**src/rtl/mult_div_unit.sv**
```systemverilog
// Multicycle signed multiply / restoring divide unit producing HI and LO.
// Define MULTDIV_UNSIGNED_EN to enable MULTU/DIVU through op[1].
module mult_div_unit #(
  parameter int unsigned WIDTH = 32
) (
  input  logic             clk,
  input  logic             reset,
  input  logic             start,
  input  logic [1:0]       op,
  input  logic [WIDTH-1:0] a,
  input  logic [WIDTH-1:0] b,
  output logic [WIDTH-1:0] hi,
  output logic [WIDTH-1:0] lo,
  output logic             busy,
  output logic             done,
  output logic             div_zero
);
  localparam int unsigned   CW       = $clog2(WIDTH);
  localparam logic [CW-1:0] CNT_LAST = CW'(WIDTH - 1);

  typedef enum logic [1:0] {IDLE, RUN, FINISH} state_e;
  state_e state_q, state_d;

  logic [CW-1:0]    cnt_q, cnt_d;
  logic             is_div_q, is_div_d;
  logic             dz_q, dz_d;
  logic             neg_q, neg_d;
  logic             rneg_q, rneg_d;
  logic [WIDTH-1:0] opnd_q, opnd_d;
  logic [WIDTH-1:0] acc_hi_q, acc_hi_d;
  logic [WIDTH-1:0] acc_lo_q, acc_lo_d;
  logic [WIDTH-1:0] hi_q, hi_d;
  logic [WIDTH-1:0] lo_q, lo_d;
  logic             div_zero_q, div_zero_d;

  logic             accept, is_signed, a_neg, b_neg, b_zero;
  logic [WIDTH-1:0] a_mag, b_mag;
  logic [WIDTH:0]   add_sum, rem_sh;
  logic [WIDTH-1:0] rem_diff;
  logic             rem_ge;
  logic [WIDTH-1:0] nxt_hi, nxt_lo, res_hi, res_lo;
  logic [2*WIDTH-1:0] prod;

  assign accept = (state_q == IDLE) && start;

`ifdef MULTDIV_UNSIGNED_EN
  assign is_signed = ~op[1];
`else
  logic unused_op1;
  assign is_signed  = 1'b1;
  assign unused_op1 = op[1];
`endif

  assign a_neg  = is_signed & a[WIDTH-1];
  assign b_neg  = is_signed & b[WIDTH-1];
  assign a_mag  = a_neg ? -a : a;
  assign b_mag  = b_neg ? -b : b;
  assign b_zero = (b == '0);

  always_ff @(posedge clk or negedge reset) begin
    if (!reset) state_q <= IDLE;
    else        state_q <= state_d;
  end

  always_comb begin
    state_d = state_q;
    unique case (state_q)
      IDLE:    if (start) state_d = RUN;
      RUN:     if (cnt_q == '0) state_d = FINISH;
      FINISH:  state_d = IDLE;
      default: state_d = IDLE;
    endcase
  end

  always_comb begin
    busy = (state_q == RUN);
    done = (state_q == FINISH);
  end

  // One iteration step: shift-add for mult, restoring shift-subtract for div.
  always_comb begin
    add_sum  = {1'b0, acc_hi_q} + (acc_lo_q[0] ? {1'b0, opnd_q} : '0);
    rem_sh   = {acc_hi_q, acc_lo_q[WIDTH-1]};
    rem_ge   = (rem_sh >= {1'b0, opnd_q});
    rem_diff = rem_sh[WIDTH-1:0] - opnd_q;
    if (is_div_q) begin
      nxt_hi = rem_ge ? rem_diff : rem_sh[WIDTH-1:0];
      nxt_lo = {acc_lo_q[WIDTH-2:0], rem_ge};
    end else begin
      nxt_hi = add_sum[WIDTH:1];
      nxt_lo = {add_sum[0], acc_lo_q[WIDTH-1:1]};
    end
    prod = {nxt_hi, nxt_lo};
    if (neg_q) prod = -prod;
    if (is_div_q) begin
      res_lo = neg_q  ? -nxt_lo : nxt_lo;
      res_hi = rneg_q ? -nxt_hi : nxt_hi;
    end else begin
      res_hi = prod[2*WIDTH-1:WIDTH];
      res_lo = prod[WIDTH-1:0];
    end
  end

  // A zero divisor makes one idle pass through RUN so done lands two cycles after accept.
  always_comb begin
    cnt_d      = cnt_q;
    is_div_d   = is_div_q;
    dz_d       = dz_q;
    neg_d      = neg_q;
    rneg_d     = rneg_q;
    opnd_d     = opnd_q;
    acc_hi_d   = acc_hi_q;
    acc_lo_d   = acc_lo_q;
    hi_d       = hi_q;
    lo_d       = lo_q;
    div_zero_d = div_zero_q;
    if (accept) begin
      is_div_d   = op[0];
      dz_d       = op[0] & b_zero;
      div_zero_d = op[0] & b_zero;
      neg_d      = a_neg ^ b_neg;
      rneg_d     = a_neg;
      cnt_d      = (op[0] & b_zero) ? '0 : CNT_LAST;
      opnd_d     = op[0] ? b_mag : a_mag;
      acc_hi_d   = '0;
      acc_lo_d   = op[0] ? a_mag : b_mag;
    end else if (state_q == RUN) begin
      if (cnt_q != '0) cnt_d = cnt_q - CW'(1);
      if (!dz_q) begin
        acc_hi_d = nxt_hi;
        acc_lo_d = nxt_lo;
        if (cnt_q == '0) begin
          hi_d = res_hi;
          lo_d = res_lo;
        end
      end
    end
  end

  always_ff @(posedge clk or negedge reset) begin
    if (!reset) begin
      cnt_q      <= '0;
      is_div_q   <= 1'b0;
      dz_q       <= 1'b0;
      neg_q      <= 1'b0;
      rneg_q     <= 1'b0;
      opnd_q     <= '0;
      acc_hi_q   <= '0;
      acc_lo_q   <= '0;
      hi_q       <= '0;
      lo_q       <= '0;
      div_zero_q <= 1'b0;
    end else begin
      cnt_q      <= cnt_d;
      is_div_q   <= is_div_d;
      dz_q       <= dz_d;
      neg_q      <= neg_d;
      rneg_q     <= rneg_d;
      opnd_q     <= opnd_d;
      acc_hi_q   <= acc_hi_d;
      acc_lo_q   <= acc_lo_d;
      hi_q       <= hi_d;
      lo_q       <= lo_d;
      div_zero_q <= div_zero_d;
    end
  end

  assign hi       = hi_q;
  assign lo       = lo_q;
  assign div_zero = div_zero_q;

endmodule
```
**config.mk**
```make
export PLATFORM = sky130hd
export DESIGN_NAME = mult_div_unit
export DESIGN_NICKNAME = d
export VERILOG_FILES = /design/src/rtl/mult_div_unit.sv
export SDC_FILE = /design/constraint.sdc
export NUM_CORES = 1
export LEC_CHECK = 0
export ABC_AREA = 0
export CAP_MARGIN = 40
export CORE_UTILIZATION = 60
export DETAILED_ROUTE_END_ITERATION = 16
export HOLD_SLACK_MARGIN = 0.12
export PLACE_DENSITY = 0.83
export REMOVE_ABC_BUFFERS = 1
export SYNTH_ARGS = -nofsm -noshare
export SYNTH_HDL_FRONTEND = slang
export SYNTH_SLANG_ARGS = --single-unit
export TNS_END_PERCENT = 10
```
**constraint.sdc**
```tcl
create_clock -name clk -period 7.2 [get_ports clk]
set_input_delay 1.44 -clock clk [delete_from_list [all_inputs] [get_ports clk]]
set_output_delay 1.44 -clock clk [all_outputs]
set_load 0.005 [all_outputs]
```
== After elaboration in Yosys (flattened, before gate mapping) ==
Index checks and enable logic that the tools add are counted.
Widths: inputs -> output; s select.

* Register bits: 171
* Input bits: 69
* Logic and storage cells: 66

* Add/subtract/negate cells: 8
* Magnitude comparators: 1
* Eq/ne operators: 5
* Mux-type cells: 26
* Bitwise operators: 4
* Reductions and logical operators: 11

{| class="wikitable"
|+ Operator list
! cell !! number
|-
| $mux 32 || 18
|-
| $neg 32->32 || 4
|-
| $mux 64 || 1
|-
| $neg 64->64 || 1
|-
| $add 32x32->33 || 1
|-
| $ge 33x32->1 || 1
|-
| $logic_not 32->1 || 1
|-
| $sub 32x32->32 || 1
|-
| $mux 5 || 4
|-
| $reduce_and 2->1 || 3
|-
| $logic_not 5->1 || 1
|-
| $reduce_bool 5->1 || 1
|-
| $sub 5x1->5 const B || 1
|-
| $mux 2 || 2
|-
| $ne 2x1->1 const B || 2
|-
| $pmux 2 s2 || 1
|-
| $reduce_and 4->1 || 1
|-
| $reduce_bool 2->1 || 2
|-
| $eq 2x1->1 const B || 1
|-
| $eq 2x2->1 const B || 1
|-
| $logic_not 2->1 || 1
|-
| $ne 2x2->1 const B || 1
|-
| $not 1->1 || 2
|-
| $and 1x1->1 || 1
|-
| other kinds (2) || 2
|}

== Logic depth before layout (Yosys ltp) ==
Gate-level depths: netlist (run 1).

* Word-level depth: 6
* Mapped depth: 23
* Mapped depth without buffers: 19

== Least setup slack after synthesis (run 1) ==
OpenSTA, ideal clock, no wires.

* Kind: input-to-reg
* From: input port b[0]
* To: register acc_lo_q[26]
* Library setup time: 76 ps
* Arrival: 4473 ps
* Setup slack: 2651 ps
* Stages: 14
* Path through: inv_1 -> ha_1 -> nand2_1 -> or3_1 -> or3_1 -> or3_1 -> or3_1 -> or4_1 -> o41ai_1 -> xnor2_1 -> nor2_1 -> a21oi_1 -> o21ai_0 -> o21ai_1

* Cells in the longest elaborated chain, start to end: 4

{| class="wikitable"
|+ RTL lines
! what !! line !! source
|-
| start, declared || 11 || <nowiki>input logic [WIDTH-1:0] b,</nowiki>
|-
| $neg 32->32 || 57 || <nowiki>assign b_mag = b_neg ? -b : b;</nowiki>
|-
| $mux 32 || 57 ||
|-
| $mux 32 || 126 || <nowiki>acc_lo_d = op[0] ? a_mag : b_mag;</nowiki>
|-
| $mux 32 || 117 || <nowiki>if (accept) begin</nowiki>
|-
| end signal, assigned || 161 || <nowiki>acc_lo_q <= acc_lo_d;</nowiki>
|-
| end, declared || 31 || <nowiki>logic [WIDTH-1:0] acc_lo_q, acc_lo_d;</nowiki>
|}

Every way passes these cells.
A chain may end at the register's enable or synchronous reset.

== Worst setup path in the final report (run 1) ==
* From: register opnd_q[30]
* To: register hi_q[20], in the netlist hi[20]

* Cells in the longest elaborated chain, start to end: 6

{| class="wikitable"
|+ RTL lines
! what !! line !! source
|-
| start, declared || 29 || <nowiki>logic [WIDTH-1:0] opnd_q, opnd_d;</nowiki>
|-
| start signal, assigned || 159 || <nowiki>opnd_q <= opnd_d;</nowiki>
|-
| $ge 33x32->1 (*) || 84 || <nowiki>rem_ge = (rem_sh >= {1'b0, opnd_q});</nowiki>
|-
| $mux 32 || 87 || <nowiki>nxt_hi = rem_ge ? rem_diff : rem_sh[WIDTH-1:0];</nowiki>
|-
| $mux 32 || 86 || <nowiki>if (is_div_q) begin</nowiki>
|-
| $neg 64->64 / $neg 32->32 (equally long branches) || 94, 97 ||
|-
| $mux 64 / $mux 32 (equally long branches) || 94, 97 ||
|-
| $mux 32 (*) || 95 || <nowiki>if (is_div_q) begin</nowiki>
|-
| end signal, assigned || 162 || <nowiki>hi_q <= hi_d;</nowiki>
|-
| end, declared || 32 || <nowiki>logic [WIDTH-1:0] hi_q, hi_d;</nowiki>
|}

Every way passes the cells marked *; elsewhere a longest branch is shown, timed or not.

==> run summary, run 1 <==
• wire length of the first global-routing pass: 82400 um
• total count of hold-check failures in the final report: 0
• final setup vio count: 0
• root buf cell: clkbuf_16
• total global-route track usage: 0.397
• Period Utilization, post-route: 0.846
• Slew headroom: 0.392
• Worst setup SP type: register
• post-synthesis cell type count: 95
• Die X: 164 um
• worst hold path depth: 2
• number of post-CTS setup repair buffers: 0
• TritonCTS clock tree: built
• primary flip-flop cell chosen by synthesis mapping: dfrtp_1
• Port Buf Inserts: 134
• element type at the critical path end: register
• count of routing violations after the opening detailed-route iteration: 1464
• hold slack final: 0.479 ns
• number of flip-flops and latches in the synthesized netlist: 171
• Final Cell Area: 17900 um^2
• critical setup path kind: register to register
• GP Congestion: 1.03
• clock latency on the worst-skew pair: 0.44 ns
• total count of max-transition violations in the final report: 0
• clock transition time at the flip-flop clock pins of the worst setup and hold paths: 0.08 ns
• number of buffers between clock root and the deepest sink: 2
• minimum clock period: 6.09 ns
• net total in the final layout: 2293
• DP Wirelength: 40500 um
• maximum clock rate: 164 MHz
• number of cells produced by synthesis: 2085
• Post-CTS Resized: 0
• Die Area: 26900 um^2
• Total Wirelength: 53100 um
• total number of yosys warnings: 0
• area delta synth->final: 13.7%
• Std-Cell Rows: 58
• I/O pin total: 136
• vias in the first global route: 15200
• RSZ-0062 raised after global routing: false
• depth of the CTS H-tree: 4
• worst min-delay path category: register to register
• share of layout cells above drive strength 1: 0.0559
• Initial Utilization: 0.618
• grt total ovfl: 0
• most used cells in the layout excluding fill and tap cells: 318 x nand2_1, 276 x o21ai_0, 170 x dfrtp_1, 147 x nor2_1, 136 x a21oi_1
• Setup Skew: 0.0164 ns
• number of buffers inserted during clock tree synthesis: 17
• mapped cell area: 15700 um^2
• total negative slack for setup checks: 0 ns
• data arrival time at the worst-slack endpoint: 6.40 ns
• post-synthesis area per instance: 7.55 um^2
• most common library cell in the layout ignoring fill and taps: nand2_1
• number of enable flip-flop cells after synthesis: 0
• outcome: completed
• max-cap viol count: 0
• count of TritonRoute iterations in the first routing pass: 6
• critical path required time: 7.50 ns
• actual slew at the worst max-slew pin: 0.913 ns
• die height: 164 um
• Seq/Total Area, Yosys: 0.272
• fraction of synthesis flops using an asynchronous set or reset pin: 1.00
• worst-path fanout max: 8
• logic depth of the worst register-to-register path: 21
• total via count in the routed design: 16400
• antenna-violating nets left: 0
• Vias per Instance: 6.56
• area taken by multi-input logic gates: 10700 um^2
• footprint of the flip-flops and latches: 4280 um^2
• Post-CTS Hold Fix Bufs: 0
• placed inst area: 17300 um^2
• initial antenna violation count: 0
• per-cell routed wire length: 21.3 um
• Core ar.: 25500 um^2
• maximum number of pins on one net before global-route repair: 101
• number of inserted filler cells in the final layout: 2154
• CTS sink cnt: 171
• DRC Markers: 0
[per-layer routing]
metal  share of wire  vias up  GRT usage  wire length [um]
li1                -     7666          -                 -
met1            0.42     7805      0.526             22200
met2            0.45      772      0.638             24100
met3           0.088      139     0.0674              4680
met4           0.042        0      0.174              2210
met5               0        -          0                 0
[cells in the mapped netlist, types with 9 or more instances]
cell type  number  area [um^2]
o211ai_1       27          203
nor2_1        148          556
or3_1          22          138
or4_1          17          128
clkbuf_1       84          315
o41ai_1        14          123
dfrtp_1       171         4280
a22o_1         23          201
o21ai_0       276         1380
nor4_1         14         87.6
mux2i_1        44          440
ha_1           70          876
a21oi_1       136          681
nand2_1       320         1200
nor2b_1        11         68.8
nand2b_1       17          106
nand3_1        38          190
o31ai_1        24          180
a31oi_1        31          194
a21o_1         30          225
nand4_1        21          131
buf_1           9         33.8
inv_1          71          267
o21ai_1        13         65.1
a211oi_1       18          135
and2_1         43          269
buf_2          17         85.1
xor2_1         66          578
xnor2_1        91          797
and3_1         15         93.8
nor3_1         38          190
o21a_1         11         82.6
[critical path: stages, from the launching register on]
cell,delay [ns]
dfrtp_1,0.41
inv_1,0.06
ha_1,0.35
a21o_1,0.21
a211oi_2,0.43
o2111a_1,0.36
a22o_2,0.31
a41o_1,0.23
buf_4,0.18
ha_1,0.21
o211ai_1,0.15
nor4_1,0.74
nand3_1,0.37
nor2_1,0.18
buf_4,0.18
nand2_1,0.07
or2_2,0.33
a32o_1,0.27
or3b_2,0.47
o21ai_1,0.18
xnor2_1,0.17
o21ai_1,0.08
[sequential cells by signal (all words and copies together), names as in the netlist]
register,count
opnd_q,32
rneg_q,1
div_zero,1
acc_hi_q,32
cnt_q,5
state_q,2
acc_lo_q,32
lo,32
is_div_q,1
neg_q,1
hi,32
[cell families (layout without fill, tap and decap cells)]
family / count (synthesis) / count (layout) / share of synthesized area
mux: 52 / 52 / 0.0337
xor+xnor: 157 / 157 / 0.0873
flops: 171 / 171 / 0.272
fa+ha+maj: 72 / 72 / 0.0582
compound gates: 696 / 696 / 0.276
simple gates: 748 / 748 / 0.225
other cells: 0 / 1 / 0
buf+inv: 189 / 269 / 0.0482
[path summary, 6_finish.rpt]
kind	startpoint	slack, ns	end
max in group asynchronous	reset	4.96	is_div_q
max reg2reg	opnd_q[30]	1.11	hi[20]
min	lo[3]	0.48	lo[3]
min in group asynchronous	reset	0.96	lo[28]
min reg2reg	lo[3]	0.48	lo[3]
max	opnd_q[30]	1.11	hi[20]
[cell type report]
| type | instances | area share |
|---|---|---|
| flip-flops and latches | 171 | 0.239 |
| well taps | 330 | 0.0231 |
| clock inverters | 13 | 0.00748 |
| repair buffers | 165 | 0.0914 |
| diodes | 1 | 0.000140 |
| clock buffers | 19 | 0.0247 |
| inverters | 72 | 0.0151 |
| multi-input cells | 1725 | 0.599 |
[per-stage QoR]
stage | setup WS (ns) | instances | utilization
finish | 1.11 | 2496 | 0.703
global route | 1.02 | 2495 | 0.703
CTS | 1.32 | 2495 | 0.703
detailed placement | 1.38 | 2463 | 0.680
global placement | 1.48 | 2458 | 0.676
floorplan | 0.300 | 1968 | -
Power of run 1 is left out: the tool's default activity adds up to more than one toggle a clock period on the data nets, which glitch-free logic cannot reach.
==> run 2: changes to the inputs <==
CORE_UTILIZATION = 54   (was 60)
PLACE_DENSITY = 0.79   (was 0.83)
clock period = 5.1 ns   (was 7.2 ns; I/O delays follow)
==> run summary, run 2 (synthesis results as in run 1) <==
• outcome: completed
• per-cell routed wire length: 21.5 um, +0.88%
• Setup Skew: 0.0117 ns, -0.00467 ns
• count of TritonRoute iterations in the first routing pass: 8, +2
• maximum clock rate: 202 MHz, +23%
• footprint of the flip-flops and latches: 4280 um^2, unchanged
• Initial Utilization: 0.548, -0.0696
• Period Utilization, post-route: 0.968, +0.122
• Slew headroom: 0.411, +0.0195
• hold path startpoint: hi[28]
• DP Wirelength: 44500 um, +9.9%
• critical path required time: 5.40 ns, -2.10 ns
• count of routing violations after the opening detailed-route iteration: 2003, +37%
• cells along the critical path: inv_1 > ha_1 > a21o_1 > a211oi_2 > o2111a_2 > a22o_2 > a41o_1 > ha_1 > o211ai_1 > nor4_2 > buf_4 > nand3_1 > nor2_2 > nand2_1 > or2_2 > a32o_1 > or3b_2 > o21ai_1 > xnor2_1 > o21ai_1
• reg2reg end: hi[20]
• share of layout cells above drive strength 1: 0.102, +0.0457
• minimum clock period: 4.94 ns, -1.15 ns
• CTS sink cnt: 171, unchanged
• Post-CTS Hold Fix Bufs: 0, unchanged
• logic depth of the worst register-to-register path: 20, -4.8%
• R2R setup slack: 0.16 ns, -0.95 ns
• Total Wirelength: 56900 um, +7.0%
• category of cells accounting for the largest share of critical-path delay: compound AO/OA/AOI/OAI gates
• vias in the first global route: 15700, +3.3%
• Die Area: 29800 um^2, +11%
• number of buffers inserted during clock tree synthesis: 17, unchanged
• TritonCTS clock tree: built
• most common library cell in the layout ignoring fill and taps: nand2_1
• element type at the critical path end: register
• number of buffers between clock root and the deepest sink: 2, unchanged
• critical setup path kind: register to register
• worst hold path depth: 2, unchanged
• I/O pin total: 136, unchanged
• antenna-violating nets left: 0, unchanged
• Hold Crit Endpoint: hi[28]
• RSZ-0062 raised after global routing: true
• Port Buf Inserts: 134, unchanged
• area taken by multi-input logic gates: 10800 um^2, +0.37%
• Core ar.: 28700 um^2, +13%
• maximum number of pins on one net before global-route repair: 85, -16%
• Std-Cell Rows: 62, +6.9%
• wire length of the first global-routing pass: 88500 um, +7.4%
• net total in the final layout: 2392, +4.3%
• actual slew at the worst max-slew pin: 0.883 ns, -0.0292 ns
• max-cap viol count: 0, unchanged
• data arrival time at the worst-slack endpoint: 5.24 ns, -1.16 ns
• clock transition time at the flip-flop clock pins of the worst setup and hold paths: 0.07 ns, about the same
• worst stage delay on the critical path: 0.46 ns, -0.28 ns
• post-layout worst setup margin: 0.161 ns, -0.947 ns
• CP max-delay cell: or3b_2
• most used cells in the layout excluding fill and tap cells: 318 x nand2_1, 276 x o21ai_0, 170 x dfrtp_1, 147 x nor2_1, 135 x a21oi_1
• grt total ovfl: 0, unchanged
• GP Congestion: 1.03, +0.78%
• clock latency on the worst-skew pair: 0.45 ns, about the same
• source of the worst register-to-register timing path: opnd_q[30]
• antenna cells: 0, -1
• Vias per Instance: 6.38, -2.8%
• sum of buffers and inverters on the critical path: 2, -1
• die height: 173 um, +5.3%
• depth of the CTS H-tree: 4, unchanged
• Place WS: 0.105 ns, -1.28 ns
• area delta synth->final: 19.0%
• Die X: 173 um, +5.3%
• total via count in the routed design: 16900, +3.1%
• root buf cell: clkbuf_16
• final setup vio count: 0, unchanged
• total count of hold-check failures in the final report: 0, unchanged
• initial antenna violation count: 1, +1
• Worst setup SP type: register
• total count of max-transition violations in the final report: 0, unchanged
• DRC Markers: 0, unchanged
• worst min-delay path category: register to register
• worst-path fanout max: 4, -4
• total global-route track usage: 0.378, -0.0192
• number of inserted filler cells in the final layout: 2501, +16%
## run 2: cell types whose count changed in the layout (fill, tap and decap cells not counted), sizes merged
| cell | before | now |
|---|---|---|
| buf | 33 | 132 |
| clkbuf | 19 | 17 |
| clkinv | 4 | 7 |
| clkinvlp | 4 | 3 |
| diode | 1 | 0 |
## run 2: how the worst max path moves through the flow
stage	startpoint	end	slack, ns	cells past startpoint
4_1_cts	acc_lo_q[0]	hi[31]	0.05	17
3_3_place_gp	b[1]	acc_lo_q[26]	0.12	15
2_1_floorplan	is_div_q	hi[20]	-1.80	13
3_5_place_dp	acc_lo_q[0]	hi[31]	0.11	17
6_report	opnd_q[30]	hi[20]	0.16	20
5_1_grt	acc_lo_q[0]	hi[31]	0.02	17
## run 2: metal layers
layer,vias to the layer above,GRT usage,wire length [um]
li1,7851,-,-
met1,8032,0.504,23900
met2,836,0.585,24800
met3,166,0.0519,4220
met4,0,0.228,3940
met5,-,0,0
## run 2: what timing repair did
| item | CTS | global route |
|---|---|---|
| endpoints found under the setup margin | 0 | 5 |
| buffers inserted | 0 | 3 |
| gates resized for setup | 0 | 10 |
| endpoints found under the hold margin | 0 | 0 |
## run 2: stage by stage
| stage | area (um^2) | utilization | setup TNS [ns] | hold slack (ns) | cells |
|---|---|---|---|---|---|
| 2_1_floorplan | 15300 | - | -41.75 | 0.463 | 1968 |
| 3_3_place_gp | 18100 | 0.629 | 0 | 0.463 | 2611 |
| 3_5_place_dp | 18100 | 0.631 | 0 | 0.469 | 2613 |
| 4_1_cts | 18700 | 0.650 | 0 | 0.486 | 2645 |
| 5_1_grt | 18700 | 0.653 | 0 | 0.513 | 2648 |
| 6_report | 18700 | 0.653 | 0 | 0.479 | 2648 |
## run 2: layout make-up
type / instances / area share
sequential: 171 / 0.229
clock inverter: 15 / 0.00748
timing repair buffer: 264 / 0.127
multi-input combinational: 1725 / 0.574
tap: 384 / 0.0256
inverter: 72 / 0.0144
clock buffer: 17 / 0.0227
## run 2: tightest hold or removal path: stages (launching register included)
cell,delay (ns)
dfrtp_1,0.34
nand2_1,0.04
o21ai_0,0.06
Power of run 2 is left out for the same reason.
